[config.mk]
export PLATFORM = sky130hd
export DESIGN_NAME = led_driver_flat
export DESIGN_NICKNAME = d
export VERILOG_FILES = /design/src/rtl/led_pkg.sv /design/src/rtl/led_driver_if.sv /design/src/rtl/led_channel.sv /design/src/rtl/led_driver.sv /design/src/flat_wrapper.sv
export SDC_FILE = /design/constraint.sdc
export NUM_CORES = 1
export LEC_CHECK = 0
export ABC_AREA = 1
export BUFFER_PORTS_ARGS = -buffer_cell sky130_fd_sc_hd__buf_2
export CORE_MARGIN = 1
export CORE_UTILIZATION = 65
export DETAILED_ROUTE_END_ITERATION = 10
export PLACE_DENSITY = 0.94
export SYNTH_ARGS = -nofsm -noshare
export SYNTH_HDL_FRONTEND = slang
export SYNTH_SLANG_ARGS = --single-unit
[constraint.sdc]
create_clock -name clk -period 2.1 [get_ports clk]
set_input_delay 0.315 -clock clk [delete_from_list [all_inputs] [get_ports clk]]
set_output_delay 0.315 -clock clk [all_outputs]
set_load 0.02 [all_outputs]
[src/rtl/led_pkg.sv]
// Shared constants for the LED driver: mode encodings, heartbeat slot width, address width helper.
// Latency: n/a (package only).
// Backpressure: n/a (package only).
package led_pkg;

    localparam int MODE_W    = 2;
    localparam int HB_SLOT_W = 5;   // heartbeat is decoded from the top 5 bits of hcnt

    typedef logic [MODE_W-1:0] mode_t;

    localparam mode_t MODE_OFF     = 2'd0;
    localparam mode_t MODE_PWM     = 2'd1;
    localparam mode_t MODE_HB      = 2'd2;
    localparam mode_t MODE_BREATHE = 2'd3;

    // Channel index width; a single-channel build still gets a 1-bit address.
    function automatic int addr_width(input int channels);
        return (channels > 1) ? $clog2(channels) : 1;
    endfunction

endpackage

[src/rtl/led_driver_if.sv]
// Register-file write bus into the LED driver (one channel write per cycle).
// Latency: n/a (wires only).
// Backpressure: none; the driver accepts every write.
// Ports/signals: wr_en strobe, wr_addr channel index, wr_mode, wr_duty.
interface led_driver_if import led_pkg::*; #(
    parameter int AW       = 2,
    parameter int PWM_BITS = 8
);

    logic                wr_en;
    logic [AW-1:0]       wr_addr;
    mode_t               wr_mode;
    logic [PWM_BITS-1:0] wr_duty;

    modport master (output wr_en, wr_addr, wr_mode, wr_duty);
    modport slave  (input  wr_en, wr_addr, wr_mode, wr_duty);

endinterface

[src/rtl/led_channel.sv]
// One LED channel: shadow/active mode+duty registers, PWM compare, mode mux, output flop.
// Latency: 1 cycle from shared counter state to pin; writes take effect at the next period wrap.
// Backpressure: none; writes always land in the shadow register.
// Ports: clk, reset (sync, active-high), wr (this channel selected), wr_mode, wr_duty,
//        commit (period wrap), pwm_cnt, hb, breathe_level (LED_DRIVER_BREATHE_EN only), out.
// Build option: LED_DRIVER_BREATHE_EN enables the triangle breathe mode.
module led_channel import led_pkg::*; #(
    parameter int PWM_BITS   = 8,
    parameter int ACTIVE_LOW = 1
) (
    input  logic                clk,
    input  logic                reset,
    input  logic                wr,
    input  mode_t               wr_mode,
    input  logic [PWM_BITS-1:0] wr_duty,
    input  logic                commit,
    input  logic [PWM_BITS-1:0] pwm_cnt,
    input  logic                hb,
`ifdef LED_DRIVER_BREATHE_EN
    input  logic [PWM_BITS-1:0] breathe_level,
`endif
    output logic                out
);

    localparam logic POL = (ACTIVE_LOW != 0);

    mode_t               shadow_mode;
    mode_t               active_mode;
    logic [PWM_BITS-1:0] shadow_duty;
    logic [PWM_BITS-1:0] active_duty;
    logic                pwm_on;
    logic                raw;

    // The active pair only moves on the wrap edge, so a period is never cut short or
    // stretched by a mid-period write. A write on the wrap edge itself lands in the shadow
    // while the active pair picks up the previous shadow value.
    always_ff @(posedge clk) begin
        if (reset) begin
            shadow_mode <= MODE_OFF;
            shadow_duty <= '0;
            active_mode <= MODE_OFF;
            active_duty <= '0;
            out         <= POL;
        end else begin
            if (wr) begin
                shadow_mode <= wr_mode;
                shadow_duty <= wr_duty;
            end
            if (commit) begin
                active_mode <= shadow_mode;
                active_duty <= shadow_duty;
            end
            out <= raw ^ POL;
        end
    end

    // Duty of all-ones still leaves one dark cycle per period; full-on is intentionally absent.
    assign pwm_on = (pwm_cnt < active_duty);

    always_comb begin
        raw = 1'b0;
        case (active_mode)
            MODE_PWM:     raw = pwm_on;
            MODE_HB:      raw = hb & pwm_on;
`ifdef LED_DRIVER_BREATHE_EN
            MODE_BREATHE: raw = (pwm_cnt < breathe_level);
`else
            MODE_BREATHE: raw = pwm_on;
`endif
            default:      raw = 1'b0;
        endcase
    end

endmodule

[src/rtl/led_driver.sv]
// Multi-channel LED driver: shared PWM and heartbeat counters feeding CHANNELS led_channel slices.
// Latency: 1 cycle counter-to-pin; duty/mode writes become visible after the next PWM period wrap.
// Backpressure: none; one write per cycle is always accepted, out-of-range addresses are dropped.
// Ports: clk, reset (sync, active-high), bus (led_driver_if.slave write bus),
//        out[CHANNELS] LED pins, pwm_sync (high while pwm_cnt == 0), hb_beat (raw heartbeat).
// Build option: LED_DRIVER_BREATHE_EN makes mode 3 a triangle breathe; otherwise mode 3 == PWM.
module led_driver import led_pkg::*; #(
    parameter int CHANNELS   = 3,
    parameter int PWM_BITS   = 8,
    parameter int HB_BITS    = 24,
    parameter int ACTIVE_LOW = 1
) (
    input  logic                clk,
    input  logic                reset,
    led_driver_if.slave         bus,
    output logic [CHANNELS-1:0] out,
    output logic                pwm_sync,
    output logic                hb_beat
);

    logic [PWM_BITS-1:0]  pwm_cnt;
    logic [HB_BITS-1:0]   hcnt;
    logic                 pwm_wrap;
    logic [HB_SLOT_W-1:0] hb_slot;
    logic                 hb;
    logic [CHANNELS-1:0]  wr_sel;

    always_ff @(posedge clk) begin
        if (reset) begin
            pwm_cnt  <= '0;
            hcnt     <= '0;
            pwm_sync <= 1'b0;
            hb_beat  <= 1'b0;
        end else begin
            pwm_cnt  <= pwm_cnt + 1'b1;
            hcnt     <= hcnt + 1'b1;
            pwm_sync <= pwm_wrap;   // pwm_cnt is zero in the cycle this is high
            hb_beat  <= hb;
        end
    end

    // Commit edge: pwm_cnt about to roll from all-ones to zero.
    assign pwm_wrap = &pwm_cnt;

    // Double beat: slots 0 and 4 of 32.
    assign hb_slot = hcnt[HB_BITS-1 -: HB_SLOT_W];
    assign hb      = (hb_slot == HB_SLOT_W'(0)) || (hb_slot == HB_SLOT_W'(4));

`ifdef LED_DRIVER_BREATHE_EN
    // Triangle: the low PWM_BITS of the slice ramp up while its MSB is 0 and down while it is 1.
    logic [PWM_BITS:0]   breathe_t;
    logic [PWM_BITS-1:0] breathe_level;

    assign breathe_t     = hcnt[HB_BITS-6 -: PWM_BITS+1];
    assign breathe_level = breathe_t[PWM_BITS] ? ~breathe_t[PWM_BITS-1:0]
                                               : breathe_t[PWM_BITS-1:0];
`endif

    // Addresses at or above CHANNELS select nothing.
    always_comb begin
        wr_sel = '0;
        for (int i = 0; i < CHANNELS; i++) begin
            if (bus.wr_en && (int'(bus.wr_addr) == i)) begin
                wr_sel[i] = 1'b1;
            end
        end
    end

    for (genvar g = 0; g < CHANNELS; g++) begin : g_ch
        led_channel #(
            .PWM_BITS   (PWM_BITS),
            .ACTIVE_LOW (ACTIVE_LOW)
        ) u_ch (
            .clk           (clk),
            .reset         (reset),
            .wr            (wr_sel[g]),
            .wr_mode       (bus.wr_mode),
            .wr_duty       (bus.wr_duty),
            .commit        (pwm_wrap),
            .pwm_cnt       (pwm_cnt),
            .hb            (hb),
`ifdef LED_DRIVER_BREATHE_EN
            .breathe_level (breathe_level),
`endif
            .out           (out[g])
        );
    end

endmodule
[src/flat_wrapper.sv]
// flat-port wrapper written by rule: the top's interface ports become plain ports
module led_driver_flat import led_pkg::*;
#(
    parameter int CHANNELS   = 3,
    parameter int PWM_BITS   = 8,
    parameter int HB_BITS    = 24,
    parameter int ACTIVE_LOW = 1
)
  (clk, reset, out, pwm_sync, hb_beat, bus_wr_en, bus_wr_addr, bus_wr_mode, bus_wr_duty);
  led_driver_if #(.PWM_BITS(PWM_BITS)) bus_i ();
  input  logic clk;
  input  logic reset;
  output logic [CHANNELS-1:0] out;
  output logic pwm_sync;
  output logic hb_beat;
  input wire logic [$bits(bus_i.wr_en)-1:0] bus_wr_en;
  input wire logic [$bits(bus_i.wr_addr)-1:0] bus_wr_addr;
  input wire logic [$bits(bus_i.wr_mode)-1:0] bus_wr_mode;
  input wire logic [$bits(bus_i.wr_duty)-1:0] bus_wr_duty;
  assign bus_i.wr_en = bus_wr_en;
  assign bus_i.wr_addr = bus_wr_addr;
  assign bus_i.wr_mode = bus_wr_mode;
  assign bus_i.wr_duty = bus_wr_duty;
  led_driver #(.CHANNELS(CHANNELS), .PWM_BITS(PWM_BITS), .HB_BITS(HB_BITS), .ACTIVE_LOW(ACTIVE_LOW)) u_core (.clk(clk), .reset(reset), .bus(bus_i), .out(out), .pwm_sync(pwm_sync), .hb_beat(hb_beat));
endmodule
==> results of run 1 <==
==> metrics by stage <==
step                 util  setup WS [ns]  std cells
global placement    0.692          0.546        667
floorplan               -          0.809        591
CTS                 0.725          0.383        683
detailed placement  0.692          0.434        667
global route        0.725          0.170        683
finish              0.725          0.331        683
==> registers in the layout, indices dropped and copies added, names as in the netlist <==
signal,count
u_core.g_ch.u_ch.active_duty,24
u_core.g_ch.u_ch.active_mode,6
u_core.g_ch.u_ch.out,3
u_core.g_ch.u_ch.shadow_duty,24
u_core.g_ch.u_ch.shadow_mode,6
u_core.hb_beat,1
u_core.hcnt,24
u_core.pwm_cnt,8
u_core.pwm_sync,1
==> layout make-up <==
class | instances | area [um2] | share of cell area
Clock inverter | 7 | 82.6 | 0.0177
Sequential cell | 97 | 1940 | 0.417
Clock buffer | 9 | 124 | 0.0266
Tap cell | 77 | 96.3 | 0.0207
Timing Repair Buffer | 22 | 118 | 0.0253
Multi-Input combinational cell | 403 | 2040 | 0.437
Inverter | 68 | 255 | 0.0549
==> cell usage in the layout (no fill, tap or decap), drive strengths merged, types with 4 or more instances in the layout <==
cell type and count:
o21ai 45, inv 70, buf 22, nand2 132, nor3 4, nand4 7
a21oi 68, clkbuf 9, nand3 16, nor2 95, ha 23, dfxtp 97
==> layer usage <==
metal | global-route usage | up-vias | wire length (um)
met5 | 0 | - | 0
met4 | 0.138 | 0 | 272
met3 | 0.0495 | 32 | 586
met2 | 0.416 | 173 | 4030
met1 | 0.379 | 1769 | 4250
li1 | - | 1912 | -
==> worst min path at each step <==
stage | end | slack (ns) | cells past startpoint
2_1_floorplan | u_core.hcnt[0] | 0.42 | 1
6_report | u_core.g_ch[0].u_ch.shadow_duty[1] | 0.22 | 3
3_3_place_gp | u_core.hcnt[0] | 0.43 | 1
3_5_place_dp | u_core.hcnt[0] | 0.44 | 1
5_1_grt | u_core.g_ch[0].u_ch.shadow_duty[2] | 0.24 | 3
4_1_cts | u_core.g_ch[0].u_ch.shadow_duty[1] | 0.21 | 3
==> power by group through the flow <==
stage | Combinational, W | Clock [W] | Sequential [W]
3_3_place_gp | 0.000158 | 0 | 0.00195
2_1_floorplan | 0.000118 | 0 | 0.00194
6_report | 0.000176 | 0.00126 | 0.00191
4_1_cts | 0.000174 | 0.00127 | 0.00191
5_1_grt | 0.000199 | 0.00134 | 0.00192
3_5_place_dp | 0.000169 | 0 | 0.00195
==> kinds of logic (layout without fill, tap and decap cells) <==
logic type,Yosys count,in the layout,share of synthesized area
adder cells (fa/ha/maj),23,23,0.0661
AO/OA/AOI/OAI,120,120,0.143
XOR/XNOR,2,2,0.00402
AND/OR/NAND/NOR,258,258,0.254
buffers and inverters,91,106,0.0870
flip-flops,97,97,0.446
==> worst register-to-register path: cells and delay by family (launching register included) <==
kind,cells,cell delay (ns)
AND/OR/NAND/NOR,4,0.32
buffers and inverters,3,0.51
flip-flops,1,0.44
AO/OA/AOI/OAI,1,0.21
adder cells (fa/ha/maj),1,0.21
==> synth_stat cells, drive strengths merged, types with 4 or more instances <==
cell type  instances
a21oi             68
buf               11
clkbuf            12
dfxtp             97
ha                23
inv               66
nand2            132
nand3             16
nand4              7
nor2              95
nor3               4
o21ai             45
==> flow_summary.yaml, run 1 <==
synthesis:
  asyncSetResetFlopFracSynth: 0
  yosysUniqueCellTypes: 34
  synth_warnings: 0
  ys_top_cells_by_area: "dfxtp_1, nand2_1, a21oi_1"
  synth.net_count: 629
  synth_edf_count: 0
  synthFlopType: "dfxtp_1"
  syn_area_per_cell_um2: 7.37
  ys_seq_area_frac: 0.446
  synth-seq-cells: 97
  syn_inst: 591
  synth_top_area_share: 0.446
  synth_area_um2: 4360
  synth.largest_area_cell: "dfxtp_1"
grt:
  grt_first_pass_wirelength_mm: 15.6
  grt-ovfl-total: 0
  grt_max_degree: 51
  grtUsageTotal: 0.275
  grt_pass1_vias: 3551
  antenna_found_initial: 0
finish:
  fillers: 433
  final_nets: 639
  design_area_um2: 4650
  n_antenna_cell: 0
  drive_gt1_frac: 0.0957
  syn_to_final_growth_pct: 6.81
cts:
  cts_buffer_depth: 2
  cts_tree: "yes"
  cts_num_sinks: 97
  cts_resized: 0
  numCtsBuffers: 9
  cts_hold_buf: 0
  htree_num_levels: 3
  clk_pin_slew_worst_paths_ns: 0.10
  postCtsSetupRepairBufs: 0
  cts-root-buf: "clkbuf_8"
  clk_latency_ns: 0.36
detailed_routing:
  drt_iter0_markers: 388
  drt-total-wl_mm: 9.15
  vias_per_cell: 5.69
  first_pass_iters: 8
  num_vias: 3886
  ant_nets: 0
  avgRoutedWirePerCell_um: 13.4
  route.detailed.drc: 4
critical_path:
  max_stage_delay_ns: 0.44
  critical_path.max_fanout: 30
  cp.required_ns: 2.38
  worst-path-buf-inv: 3
  crit_arrival_ns: 2.05
  path_cells: "ha_1 > nand2_1 > inv_1 > nand2_1 > inv_1 > nand2_1 > inv_2 > nand2_1 > a21oi_1"
  worstSetupStartpoint: "u_core.pwm_cnt[1]"
  worst_setup_path_start_kind: "flip-flop"
  timing.rr.end: "u_core.g_ch[0].u_ch.active_duty[4]"
  cpLargestDelayFamily: "buffers and inverters"
  crit_type: "flip-flop to flip-flop"
  crit_top_cell: "nand2_1"
  reg2regPathDepth: 9
  crit_path_end_kind: "flip-flop"
  worst-r2r-setup-slack_ns: 0.33
  cp_num_cells: 9
  r2r-start: "u_core.pwm_cnt[1]"
  crit_slowest_cell: "dfxtp_1"
  setup.worst_path.end: "u_core.g_ch[0].u_ch.active_duty[4]"
place:
  postPlaceCellArea_um2: 4450
  gp_congestion: 0.835
  dp_hpwl_mm: 6.16
  io_buffers: 19
pwr:
  intPower_w: 0.00251
  total_power_w: 0.00335
  leakage_nw: 1.79
  seq_power_share: 0.571
  p_sw_w: 0.000836
  p_sw_frac: 0.250
  p_comb_frac: 0.053
  peakVddDrop_v: 0.000661
  p_clk_frac: 0.377
  powerDensity_nw_per_um2: 720
sta:
  finClkSkew_ns: 0.00895
  max_freq_mhz: 565
  setup_viol: 0
  fin_tns_setup_ns: 0
  hold_viol: 0
  min_period_ns: 1.77
  worstMarginPinSlew_ns: 0.655
  finalCritPeriodShare: 0.842
  grt_setup_unrepaired: "false"
  hold-worst-slack_ns: 0.218
  maxSlewHeadroom: 0.562
  maxSlewViolCount: 0
floorplan:
  coreArea_um2: 6420
  die_area_um2: 7030
  rows: 29
  ios: 20
  initial_core_util: 0.678
  die_x_um: 83.9
  die_h_um: 83.9
run_status:
  status: "complete, but fails checks"
  violations: "DRC"
min_path:
  hp-start: "bus_wr_duty[1]"
  hp-class: "input port to flip-flop"
flow_run:
  timing.max_cap.violations: 0
Note: power is estimated with default switching activity, not from simulation.
==> run 2, diff against run 1 <==
Settings changed: CORE_UTILIZATION 65 to 61, PLACE_DENSITY 0.94 to 0.89.
Clock period 2.1 ns to 1.8 ns, I/O delays scaled along.
==> run 2 against run 1 <==
  * The flow now finishes without violations
  * Wire length rose by 1.8%
  * Cell area rose by 1.5%
  * Register-to-register slack got worse by 0.20 ns
  * Power rose by 17%
  * Flip-flop and latch count did not move
  * Final cell count rose by 3.5%
==> flow_summary.yaml, run 2 (synthesized netlist as in run 1, its figures left out) <==
floorplan:
  die_h_um: 86.5
  initial_core_util: 0.638
  die_area_um2: 7480
  die_x_um: 86.5
  coreArea_um2: 6830
  rows: 30
  ios: 20
sta:
  maxSlewViolCount: 0
  fin_ws_ns: 0.128
  min_period_ns: 1.67
  setup_viol: 0
  finClkSkew_ns: 0.0103
  worstMarginPinSlew_ns: 0.457
  hold-worst-slack_ns: 0.168
  finalCritPeriodShare: 0.929
  fin_tns_setup_ns: 0
  grt_setup_unrepaired: "false"
  maxSlewHeadroom: 0.696
  max_freq_mhz: 598
  hold_viol: 0
finish:
  layout_common_cells: "nand2_1, dfxtp_1, nor2_1"
  n_antenna_cell: 0
  multi_input_area_um2: 2040
  fillers: 544
  final_cells: 707
  final_nets: 644
  drive_gt1_frac: 0.103
  syn_to_final_growth_pct: 8.36
  postLayoutCoreUtil: 0.691
  reg_top3: "u_core.g_ch.u_ch.active_duty: 24 flops, u_core.g_ch.u_ch.shadow_duty: 24 flops, u_core.hcnt: 24 flops"
  register_area_um2: 1940
  layout_commonest_cell: "nand2_1"
detailed_routing:
  first_pass_iters: 5
  routed.top_layer: "met4"
  m1WireLength_mm: 4.24
  drt_iter0_markers: 291
  wl_met2_mm: 4.42
  route.detailed.drc: 0
  wl_met3_um: 467
  drt-total-wl_mm: 9.31
  num_vias: 3823
  vias_per_cell: 5.41
  avgRoutedWirePerCell_um: 13.2
  ant_nets: 0
critical_path:
  critical_path.max_fanout: 30
  crit_arrival_ns: 1.96
  crit_type: "flip-flop to flip-flop"
  crit_path_end_kind: "flip-flop"
  cp.required_ns: 2.09
  worst_setup_path_start_kind: "flip-flop"
grt:
  grt-ovfl-total: 0
  antenna_found_initial: 0
  grt_pass1_vias: 3472
  grtUsageTotal: 0.267
  grt_max_degree: 43
  grt_first_pass_wirelength_mm: 15.5
pwr:
  leakage_nw: 1.81
  peakVddDrop_v: 0.000777
  powerDensity_nw_per_um2: 828
place:
  post-place-ws_ns: 0.114
  io_buffers: 19
  dpl.cell_count: 691
  dp_hpwl_mm: 6.48
  gp_congestion: 0.820
cts:
  cts-root-buf: "clkbuf_8"
  clk_latency_ns: 0.37
  cts_num_sinks: 97
  cts_tree: "yes"
  numCtsBuffers: 9
  htree_num_levels: 3
  clk_pin_slew_worst_paths_ns: 0.09
  postCtsSetupRepairBufs: 0
  cts_buffer_depth: 2
run_status:
  status: "complete, no violations"
min_path:
  hp-class: "input port to flip-flop"
flow_run:
  timing.max_cap.violations: 0
==> run 2: final timing paths <==
| check | start | endpoint | slack [ns] | cells after the start |
|---|---|---|---|---|
| worst max-delay path | u_core.pwm_cnt[1] | u_core.g_ch[0].u_ch.active_duty[0] | 0.13 | 9 |
| worst min-delay path | reset | u_core.hcnt[0] | 0.17 | 2 |
| worst max register to register | u_core.pwm_cnt[1] | u_core.g_ch[0].u_ch.active_duty[0] | 0.13 | 9 |
| worst min register to register | u_core.hcnt[0] | u_core.hcnt[0] | 0.46 | 1 |
==> run 2: area by class of cell <==
cell class / instances / share of cell area
clock inverters: 7 / 0.0183
clock buffers: 9 / 0.0262
well taps: 96 / 0.0254
flip-flops and latches: 97 / 0.411
inverters: 68 / 0.0546
multi-input cells: 403 / 0.431
repair buffers: 27 / 0.0329
==> run 2: through the flow <==
step	cell area, um2	power [W]
global placement	4510	0.00247
CTS	4720	0.00394
global route	4720	0.00406
detailed placement	4510	0.00248
floorplan	4360	0.00240
finish	4720	0.00391
==> run 2: worst max-delay path, stage by stage, from the launching register on <==
cell     delay (ns)
dfxtp_1        0.37
ha_1           0.22
nand2_1        0.06
inv_1          0.05
nand2_1        0.10
inv_1          0.05
nand2_1        0.12
buf_4          0.32
nand2_1        0.12
a21oi_1        0.19
==> run 2: routing by layer <==
| layer | track usage | up-vias |
|---|---|---|
| met5 | 0 | - |
| met2 | 0.431 | 110 |
| met3 | 0.0552 | 19 |
| li1 | - | 1915 |
| met1 | 0.356 | 1779 |
| met4 | 0.0955 | 0 |
==> run 2: report_power, final <==
part           internal [W]  switching [W]
Combinational     0.0000784       0.000129
Clock              0.000671       0.000803
Sequential          0.00219      0.0000369
Total               0.00294       0.000969
==> run 2: what timing repair did <==
action	4_1_cts	5_1_grt
hold buffers	0	0
resized for setup	0	2
endpoints found under the setup margin	0	24
